[src/rtl/multicycle_controller.sv]
// Main control FSM for the multicycle RV32I core: sequences the shared memory
// port, ALU and datapath muxes for lw, sw, R/I-type ALU, beq and jal.
`timescale 1ns/1ps
module multicycle_controller #(
    parameter bit TRAP_ON_ILLEGAL = 1'b1,
    parameter int STATE_W         = 4
) (
    input  logic       clk,
    input  logic       reset,
    input  logic [6:0] op,
    input  logic [2:0] funct3,
    input  logic       funct7b5,
    input  logic       zero,
    input  logic       mem_ready,
    output logic       pc_write,
    output logic       adr_src,
    output logic       mem_write,
    output logic       ir_write,
    output logic       reg_write,
    output logic [1:0] result_src,
    output logic [1:0] alu_src_a,
    output logic [1:0] alu_src_b,
    output logic [1:0] imm_src,
    output logic [2:0] alu_control,
    output logic       instr_done,
    output logic       illegal
);

    localparam logic [STATE_W-1:0] S_FETCH    = STATE_W'(0);
    localparam logic [STATE_W-1:0] S_DECODE   = STATE_W'(1);
    localparam logic [STATE_W-1:0] S_MEMADR   = STATE_W'(2);
    localparam logic [STATE_W-1:0] S_MEMREAD  = STATE_W'(3);
    localparam logic [STATE_W-1:0] S_MEMWB    = STATE_W'(4);
    localparam logic [STATE_W-1:0] S_MEMWRITE = STATE_W'(5);
    localparam logic [STATE_W-1:0] S_EXECUTER = STATE_W'(6);
    localparam logic [STATE_W-1:0] S_EXECUTEI = STATE_W'(7);
    localparam logic [STATE_W-1:0] S_ALUWB    = STATE_W'(8);
    localparam logic [STATE_W-1:0] S_JAL      = STATE_W'(9);
    localparam logic [STATE_W-1:0] S_BEQ      = STATE_W'(10);
    localparam logic [STATE_W-1:0] S_TRAP     = STATE_W'(11);

    localparam logic [6:0] OP_LW   = 7'b0000011;
    localparam logic [6:0] OP_SW   = 7'b0100011;
    localparam logic [6:0] OP_R    = 7'b0110011;
    localparam logic [6:0] OP_I    = 7'b0010011;
    localparam logic [6:0] OP_BEQ  = 7'b1100011;
    localparam logic [6:0] OP_JAL  = 7'b1101111;

    logic [STATE_W-1:0] state_q, state_d;
    logic               pc_update;
    logic               branch;
    logic [1:0]         alu_op;

    // NOTE: reset is sampled on the clock edge only; the state register is the sole flop.
    always_ff @(posedge clk) begin
        // NOTE: non-blocking so every flop sees pre-edge values regardless of block order.
        if (reset) state_q <= S_FETCH;
        else       state_q <= state_d;
    end

    always_comb begin
        // NOTE: every output gets a default first so no path can infer a latch.
        state_d    = state_q;
        pc_update  = 1'b0;
        branch     = 1'b0;
        alu_op     = 2'b00;
        adr_src    = 1'b0;
        mem_write  = 1'b0;
        ir_write   = 1'b0;
        reg_write  = 1'b0;
        result_src = 2'b00;
        alu_src_a  = 2'b00;
        alu_src_b  = 2'b00;
        instr_done = 1'b0;
        illegal    = 1'b0;
        case (state_q)
            S_FETCH: begin
                alu_src_b  = 2'b10;
                result_src = 2'b10;
                if (mem_ready) begin
                    ir_write  = 1'b1;
                    pc_update = 1'b1;
                    state_d   = S_DECODE;
                end
            end
            S_DECODE: begin
                // Branch target is formed here so BEQ/JAL can use ALUOut later.
                alu_src_a = 2'b01;
                alu_src_b = 2'b01;
                case (op)
                    OP_LW, OP_SW: state_d = S_MEMADR;
                    OP_R:         state_d = S_EXECUTER;
                    OP_I:         state_d = S_EXECUTEI;
                    OP_BEQ:       state_d = S_BEQ;
                    OP_JAL:       state_d = S_JAL;
                    default: begin
                        if (TRAP_ON_ILLEGAL) begin
                            state_d = S_TRAP;
                        end else begin
                            state_d    = S_FETCH;
                            instr_done = 1'b1;
                        end
                    end
                endcase
            end
            S_MEMADR: begin
                alu_src_a = 2'b10;
                alu_src_b = 2'b01;
                state_d   = op[5] ? S_MEMWRITE : S_MEMREAD;
            end
            S_MEMREAD: begin
                adr_src = 1'b1;
                if (mem_ready) state_d = S_MEMWB;
            end
            S_MEMWB: begin
                result_src = 2'b01;
                reg_write  = 1'b1;
                instr_done = 1'b1;
                state_d    = S_FETCH;
            end
            S_MEMWRITE: begin
                adr_src   = 1'b1;
                mem_write = 1'b1;
                if (mem_ready) begin
                    instr_done = 1'b1;
                    state_d    = S_FETCH;
                end
            end
            S_EXECUTER: begin
                alu_src_a = 2'b10;
                alu_op    = 2'b10;
                state_d   = S_ALUWB;
            end
            S_EXECUTEI: begin
                alu_src_a = 2'b10;
                alu_src_b = 2'b01;
                alu_op    = 2'b10;
                state_d   = S_ALUWB;
            end
            S_ALUWB: begin
                reg_write  = 1'b1;
                instr_done = 1'b1;
                state_d    = S_FETCH;
            end
            S_JAL: begin
                // PC loads the target from ALUOut while the ALU computes OldPC+4 for rd.
                alu_src_a = 2'b01;
                alu_src_b = 2'b10;
                pc_update = 1'b1;
                state_d   = S_ALUWB;
            end
            S_BEQ: begin
                alu_src_a  = 2'b10;
                alu_op     = 2'b01;
                branch     = 1'b1;
                instr_done = 1'b1;
                state_d    = S_FETCH;
            end
            S_TRAP: begin
                illegal = 1'b1;
                state_d = S_TRAP;
            end
            default: state_d = S_FETCH;
        endcase

        pc_write = pc_update | (branch & zero);

        if (reset) begin
            pc_write   = 1'b0;
            ir_write   = 1'b0;
            mem_write  = 1'b0;
            reg_write  = 1'b0;
            instr_done = 1'b0;
            illegal    = 1'b0;
        end
    end

    always_comb begin
        alu_control = 3'b000;
        case (alu_op)
            2'b01: alu_control = 3'b001;
            2'b10: begin
                // Only register-register add with funct7[5] set is a subtract.
                case (funct3)
                    3'b000:  alu_control = (op[5] & funct7b5) ? 3'b001 : 3'b000;
                    3'b010:  alu_control = 3'b101;
                    3'b110:  alu_control = 3'b011;
                    3'b111:  alu_control = 3'b010;
                    default: alu_control = 3'b000;
                endcase
            end
            default: alu_control = 3'b000;
        endcase
    end

    always_comb begin
        case (op)
            OP_SW:   imm_src = 2'b01;
            OP_BEQ:  imm_src = 2'b10;
            OP_JAL:  imm_src = 2'b11;
            default: imm_src = 2'b00;
        endcase
    end

endmodule
[config.mk]
export PLATFORM = sky130hd
export DESIGN_NAME = multicycle_controller
export DESIGN_NICKNAME = d
export VERILOG_FILES = /design/src/rtl/multicycle_controller.sv
export SDC_FILE = /design/constraint.sdc
export NUM_CORES = 1
export LEC_CHECK = 0
export ABC_AREA = 1
export ABC_CLOCK_PERIOD_IN_PS = 1900
export CAP_MARGIN = 20
export CORE_MARGIN = 2
export CORE_UTILIZATION = 38
export CTS_BUF_LIST = sky130_fd_sc_hd__clkbuf_8
export DETAILED_ROUTE_END_ITERATION = 7
export HOLD_SLACK_MARGIN = 0.12
export MAX_ROUTING_LAYER = met4
export PLACE_DENSITY = 0.87
export SETUP_SLACK_MARGIN = 0.1
export SYNTH_ARGS = -nofsm -noshare
export SYNTH_HDL_FRONTEND = slang
export SYNTH_SLANG_ARGS = --single-unit
[constraint.sdc]
create_clock -name clk -period 1.9 [get_ports clk]
set_input_delay 0.38 -clock clk [delete_from_list [all_inputs] [get_ports clk]]
set_output_delay 0.38 -clock clk [all_outputs]
set_load 0.05 [all_outputs]
==> flow_summary.json, run 1 <==
{
  "die_x_um": 42.6,
  "holdBufCountCts": 0,
  "cts_buffers": 3,
  "ys_async_sr_fraction_pct": 0,
  "yosysTopAreaCellShare_pct": 14.6,
  "yosys_warnings": 0,
  "htree_levels": 1,
  "dp_slack_ns": -0.132,
  "outcome": "did not finish",
  "synth-main-ff-cell": "dfxtp_1",
  "syn-cell-area_um2": 567,
  "synth_common_cells": "nand2_1 (22), nor2_1 (14), inv_1 (10)",
  "ys_top_cells_by_area": "nand2_1 (15%), dfxtp_1 (14%), nor2_1 (9.3%), inv_1 (6.6%), inv_2 (6.0%)",
  "rows": 13,
  "synth_top_area_cell": "nand2_1",
  "placed_area_um2": 1270,
  "synth_seq_cells": 4,
  "ios": 33,
  "start_util_pct": 42.0,
  "synth_edf_count": 0,
  "cts_num_sinks": 4,
  "port_buffers": 32,
  "yosysUniqueCellTypes": 25,
  "haltStage": "clock tree synthesis (4_1_cts)",
  "dp_hpwl_um": 2230,
  "cts_setup_buffers": 9,
  "postSynthAreaPerCell_um2": 5.67,
  "cts-resized-gates": 53,
  "syn_inst": 100,
  "synth_nets": 117,
  "tool.error": "[ERROR DPL-0038] Utilization greater than 100%, impossible to legalize",
  "yosysMostFrequentCell": "nand2_1",
  "yosysSeqAreaShare_pct": 14.1,
  "place.gp.congestion": 0.933,
  "clk_path_buf_depth": 2,
  "die_height_um": 42.6,
  "root_buffer": "clkbuf_8"
}
==> kinds of logic after synthesis <==
kind of cell / after synthesis / synth area share (%)
simple gates: 55 / 45.9
buf+inv: 20 / 13.2
compound gates: 19 / 22.3
flops: 4 / 14.1
fa+ha+maj: 2 / 4.41
==> metrics by stage <==
stage                     cells  hold WS (ns)
after floorplan             100         0.610
after global placement      162         0.675
after detailed placement    162         0.702
==> run 2, diff against run 1 <==
==> config.mk (replaced) <==
export PLATFORM = sky130hd
export DESIGN_NAME = multicycle_controller
export DESIGN_NICKNAME = d
export VERILOG_FILES = /design/src/rtl/multicycle_controller.sv
export SDC_FILE = /design/constraint.sdc
export NUM_CORES = 1
export LEC_CHECK = 0
export ABC_AREA = 1
export ABC_CLOCK_PERIOD_IN_PS = 1900
export CAP_MARGIN = 20
export CORE_AREA = 2 2 63 65
export DETAILED_ROUTE_END_ITERATION = 7
export DIE_AREA = 0 0 65 67
export PLACE_DENSITY_LB_ADDON = 0.15
export SYNTH_ARGS = -nofsm -noshare
export SYNTH_HDL_FRONTEND = slang
export SYNTH_SLANG_ARGS = --single-unit
==> flow_summary.json, run 2 <==
{
  "mostFrequentLayoutCell": "buf_4",
  "largest_reg_flops": 4,
  "fin_skew_ns": 0.00201,
  "fin_setup_tns_ns": 0,
  "synthToLayoutAreaGrowth_pct": 160,
  "htree_levels": 1,
  "synth_nets": 117,
  "clk_latency_ns": 0.21,
  "die_x_um": 65,
  "yosysTopAreaCellShare_pct": 14.6,
  "yosysSeqAreaShare_pct": 14.1,
  "met2_usage_pct": 20.4,
  "finish.utilization_pct": 40.8,
  "min_period_ns": 1.87,
  "holdBufCountCts": 0,
  "syn_inst": 100,
  "place.gp.congestion": 0.824,
  "port_buffers": 32,
  "maxSlewHeadroom_pct": 74.2,
  "yosys_warnings": 0,
  "antenna_found_initial": 0,
  "start_util_pct": 15.7,
  "post_synth_and_or_nand_nor_area_fraction_pct": 45.9,
  "hold_violations": 0,
  "grt-ovfl-total": 0,
  "synth-main-ff-cell": "dfxtp_1",
  "drive_gt1_share_pct": 57.7,
  "fill_cells": 350,
  "synth_compound_area_share_pct": 22.3,
  "root_buffer": "clkbuf_8",
  "diodes": 0,
  "avgViaCountPerCell": 4.02,
  "ys_top_cells_by_area": "nand2_1 (15%), dfxtp_1 (14%), nor2_1 (9.3%), inv_1 (6.6%), inv_2 (6.0%)",
  "outcome": "complete, no violations",
  "gr-max-usage-layer": "met2",
  "synth_mux_area_share_pct": 0,
  "seq_area_um2": 85.1,
  "yosysMostFrequentCell": "nand2_1",
  "post_drt_wl_per_cell_um": 10.4,
  "slew_violations": 0,
  "synth_edf_count": 0,
  "die_height_um": 67,
  "cp_max_fo": 4,
  "synth_top_area_cell": "nand2_1",
  "dp_hpwl_um": 1800,
  "cp-start-kind": "flop",
  "route.detailed.drc": 0,
  "cp_data_required_time_ns": 1.52,
  "cts_num_sinks": 4,
  "ys_async_sr_fraction_pct": 0,
  "grt_use_met3_pct": 1.86,
  "ant_nets": 0,
  "cts_buffers": 3,
  "synth_top_family_by_area": "simple AND/OR/NAND/NOR gates",
  "synth_seq_cells": 4,
  "wl_um": 2130,
  "top_register": "state_q",
  "yosysUniqueCellTypes": 25,
  "drtPass1Iterations": 4,
  "ir_worst_vdd_v": 0.000439,
  "leakage_nw": 0.642,
  "synth_fa_ha_area_share_pct": 4.42,
  "rsz0062_at_grt": "true",
  "die-area_um2": 4360,
  "powerDensity_nw_per_um2": 1270,
  "grt_pass1_vias": 838,
  "core_um2": 3610,
  "clk_path_buf_depth": 2,
  "multi_input_area_um2": 547,
  "final_cell_mix": "buf_4 (22), buf_12 (18), nand2_1 (17)",
  "ios": 33,
  "synth_common_cells": "nand2_1 (22), nor2_1 (14), inv_1 (10)",
  "cts_tree": "yes",
  "cap_violations": 0,
  "top_regs": "state_q (4)",
  "synth-xor-area-share_pct": 0,
  "postSynthAreaPerCell_um2": 5.67,
  "syn-cell-area_um2": 567,
  "tightest_slew_ns": 0.383,
  "num_vias": 820,
  "fin_crit_sh_pct": 98.3,
  "path_class": "reg -> out",
  "final_nets": 175,
  "drtIter0Drc": 7,
  "hold_path.class": "reg -> reg",
  "clk_pin_slew_ns": 0.03,
  "setup_viol": 0,
  "rows": 22,
  "grt_max_degree": 7,
  "track_usage_pct": 10.2,
  "end_kind": "output pin",
  "timing.fmax_mhz": 536,
  "grt_pass1_wl_um": 3490,
  "crit_arrival_ns": 1.49,
  "p_total_w": 0.00186,
  "grt_util_met1_pct": 11.2
}
run 2: worst paths after layout:
check	cells after the start	endpoint	startpoint	slack, ns
setup / recovery	8	alu_control[0]	state_q[2]	0.03
hold / removal	5	state_q[0]	state_q[0]	0.72
setup reg to reg	6	state_q[0]	state_q[2]	0.62
hold reg to reg	5	state_q[0]	state_q[0]	0.72
run 2: through the flow:
| step | instance area, um^2 | std cells | hold WS [ns] | setup WS (ns) |
|---|---|---|---|---|
| after CTS | 1400 | 200 | 0.691 | -0.0155 |
| final | 1470 | 204 | 0.716 | 0.0328 |
| after global routing | 1470 | 204 | 0.774 | -0.0407 |
| after detailed placement | 1310 | 197 | 0.682 | -0.101 |
| after floorplan | 619 | 100 | 0.610 | -0.234 |
| after global placement | 1310 | 197 | 0.697 | -0.0762 |
run 2: cells by family (layout without fill, tap and decap cells):
family / count (synthesis) / after routing
AND/OR/NAND/NOR: 55 / 55
AO/OA/AOI/OAI: 19 / 19
flip-flops: 4 / 4
buffers and inverters: 20 / 76
adder cells (fa/ha/maj): 2 / 2
run 2: worst max-delay path, cell delays in order, from the launching register on:
cell and delay [ns]:
dfxtp_2 0.32, inv_2 0.05, nor2_4 0.09, inv_2 0.06
nor2_4 0.13, ha_4 0.16, nand4_1 0.14, a21oi_4 0.17
buf_12 0.15
run 2: layer usage:
metal | vias to the layer above | wire length (um)
met3 | 0 | 66
li1 | 432 | -
met2 | 16 | 1110
met1 | 372 | 952
met5 | - | 0
met4 | 0 | 0
run 2: report_power, final:
group	leakage (nW)	internal, W	switching [W]
combinational	0.586	0.000681	0.000845
sequential	0.0344	0.000120	0.0000383
clock	0.0216	0.000135	0.0000414
run 2: final cells by class:
cell class	instances	share of cell area (%)
timing repair buffer	54	45.2
inverter	19	5.02
clock buffer	3	2.81
multi-input combinational	76	37.2
tap	48	4.08
sequential	4	5.78
run 2: what timing repair did:
action / CTS / global route
setup buffers: 0 / 4
gates resized for setup: 20 / 13
pin swaps: 9 / 5
endpoints found under the setup margin: 7 / 8
Power figures use the tool's default switching activity.
==> run 3, diff against run 2 <==
--- a/config.mk
+++ b/config.mk
@@ -9,9 +9,11 @@
 export ABC_CLOCK_PERIOD_IN_PS = 1900
 export CAP_MARGIN = 20
 export CORE_AREA = 2 2 63 65
+export CTS_BUF_LIST = sky130_fd_sc_hd__clkbuf_16
 export DETAILED_ROUTE_END_ITERATION = 7
 export DIE_AREA = 0 0 65 67
 export PLACE_DENSITY_LB_ADDON = 0.15
+export RECOVER_POWER = 100
 export SYNTH_ARGS = -nofsm -noshare
 export SYNTH_HDL_FRONTEND = slang
 export SYNTH_SLANG_ARGS = --single-unit
==> flow_summary.json, run 3 (synthesis results as in run 2) <==
{
  "outcome": "complete, no violations",
  "clk_pin_slew_ns": 0.03,
  "htree_levels": 1,
  "path_class": "reg -> out",
  "path_cells": "inv_2, nor2_4, inv_2, nor2_4, ha_4, nand4_1, a21oi_4, buf_12",
  "clk_latency_ns": 0.22,
  "cts_buffers": 3,
  "post_drt_wl_per_cell_um": 10.6,
  "rows": 22,
  "cts_tree": "yes",
  "reg2reg_depth": 7,
  "hold_violations": 0,
  "place.gp.congestion": 0.824,
  "tightest_slew_ns": 0.597,
  "crit_arrival_ns": 1.49,
  "wl_um": 2160,
  "synthToLayoutAreaGrowth_pct": 142,
  "top_register": "state_q",
  "top_regs": "state_q (4)",
  "hold_path.class": "reg -> reg",
  "start_util_pct": 15.7,
  "grt_pass1_wl_um": 3570,
  "die_x_um": 65,
  "clk_path_buf_depth": 2,
  "end_kind": "output pin",
  "rsz0062_at_grt": "true",
  "final_cell_mix": "nand2_1 (20), buf_4 (20), buf_12 (11)",
  "ir_worst_vdd_v": 0.000492,
  "fin_skew_ns": 0.00239,
  "cp_max_fo": 4,
  "route.detailed.drc": 0,
  "timing.fmax_mhz": 534,
  "cp_slowest_cell": "dfxtp_2",
  "die-area_um2": 4360,
  "holdPathStages": 4,
  "slowest_delay_ns": 0.32,
  "r2r-start": "state_q[2]",
  "drtPass1Iterations": 3,
  "final_nets": 174,
  "die_height_um": 67,
  "slew_violations": 0,
  "min_period_ns": 1.87,
  "cap_violations": 0,
  "antenna_found_initial": 0,
  "ant_nets": 0,
  "cts_num_sinks": 4,
  "regToRegSetupSlack_ns": 0.61,
  "holdPathEnd": "state_q[3]",
  "core_um2": 3610,
  "min-delay-start": "state_q[0]",
  "port_buffers": 32,
  "leakage_nw": 0.613,
  "fin_setup_tns_ns": 0,
  "cp-start-kind": "flop",
  "grt_max_degree": 7,
  "fin_area_um2": 1370,
  "num_vias": 823,
  "root_buffer": "clkbuf_16",
  "largest_reg_flops": 4,
  "placed_area_um2": 1310,
  "grt-ovfl-total": 0,
  "drtIter0Drc": 14,
  "setup_viol": 0,
  "ios": 33,
  "powerDensity_nw_per_um2": 1270,
  "cp_data_required_time_ns": 1.52,
  "maxSlewHeadroom_pct": 60.4,
  "diodes": 0,
  "avgViaCountPerCell": 4.05,
  "dp_hpwl_um": 1800,
  "track_usage_pct": 10.5,
  "grt_pass1_vias": 847,
  "fin_crit_sh_pct": 98.6,
  "drive_gt1_share_pct": 53.5,
  "r2r_end": "state_q[2]"
}
[run 3: repair_timing]
action | in CTS | in global routing
hold buffers | 0 | 0
setup endpoints to repair | 7 | 6
setup buffers | 1 | 2
resized for setup | 22 | 7
pin swaps | 10 | 2
[run 3: metal layers]
| metal | routed length [um] | global-route usage, % |
|---|---|---|
| met3 | 64 | 1.86 |
| met4 | 0 | 2.39 |
| met5 | 0 | 0 |
| met2 | 1140 | 20.7 |
| met1 | 955 | 11.6 |
[run 3: worst max path at each step]
stage	to	cells past startpoint	slack (ns)	startpoint
after floorplan	alu_control[1]	6	-0.23	state_q[2]
after global placement	imm_src[0]	6	-0.08	op[5]
after detailed placement	imm_src[0]	6	-0.10	op[5]
after CTS	alu_control[0]	8	0.005	state_q[2]
after global routing	alu_control[0]	8	-0.04	state_q[2]
final	alu_control[0]	8	0.03	state_q[2]
[run 3: power breakdown]
part / total, W / switching (W) / leakage, nW / internal (W)
Sequential: 0.000147 / 0.0000296 / 0.0341 / 0.000118
Clock: 0.000329 / 0.0000596 / 0.0370 / 0.000269
Combinational: 0.00127 / 0.000798 / 0.541 / 0.000471
Total: 0.00174 / 0.000887 / 0.613 / 0.000858
[run 3: layout make-up]
| type | count | area (um^2) |
|---|---|---|
| Sequential cell | 4 | 83.8 |
| Tap cell | 48 | 60.1 |
| Multi-Input combinational cell | 76 | 529 |
| Timing Repair Buffer | 53 | 549 |
| Fill cell | 372 | 2240 |
| Inverter | 19 | 71.3 |
| Clock buffer | 3 | 75.1 |
[run 3: worst max-delay path, delay by kind of cell (launching register included)]
family          cells  cell delay [ns]
fa+ha+maj           1             0.17
compound gates      1             0.17
buf+inv             3             0.26
flops               1             0.32
simple gates        3             0.35
[run 3: per-stage QoR]
stage               worst slack [ns]  hold slack, ns  power [W]  utilization [%]  std cells
global placement             -0.0762           0.697    0.00156             36.4        197
detailed placement            -0.101           0.682    0.00157             36.4        197
global route                 -0.0409           0.739    0.00185             38.0        203
floorplan                     -0.234           0.610   0.000928                -        100
CTS                          0.00530           0.690    0.00195             40.2        201
finish                        0.0268           0.694    0.00174             38.0        203
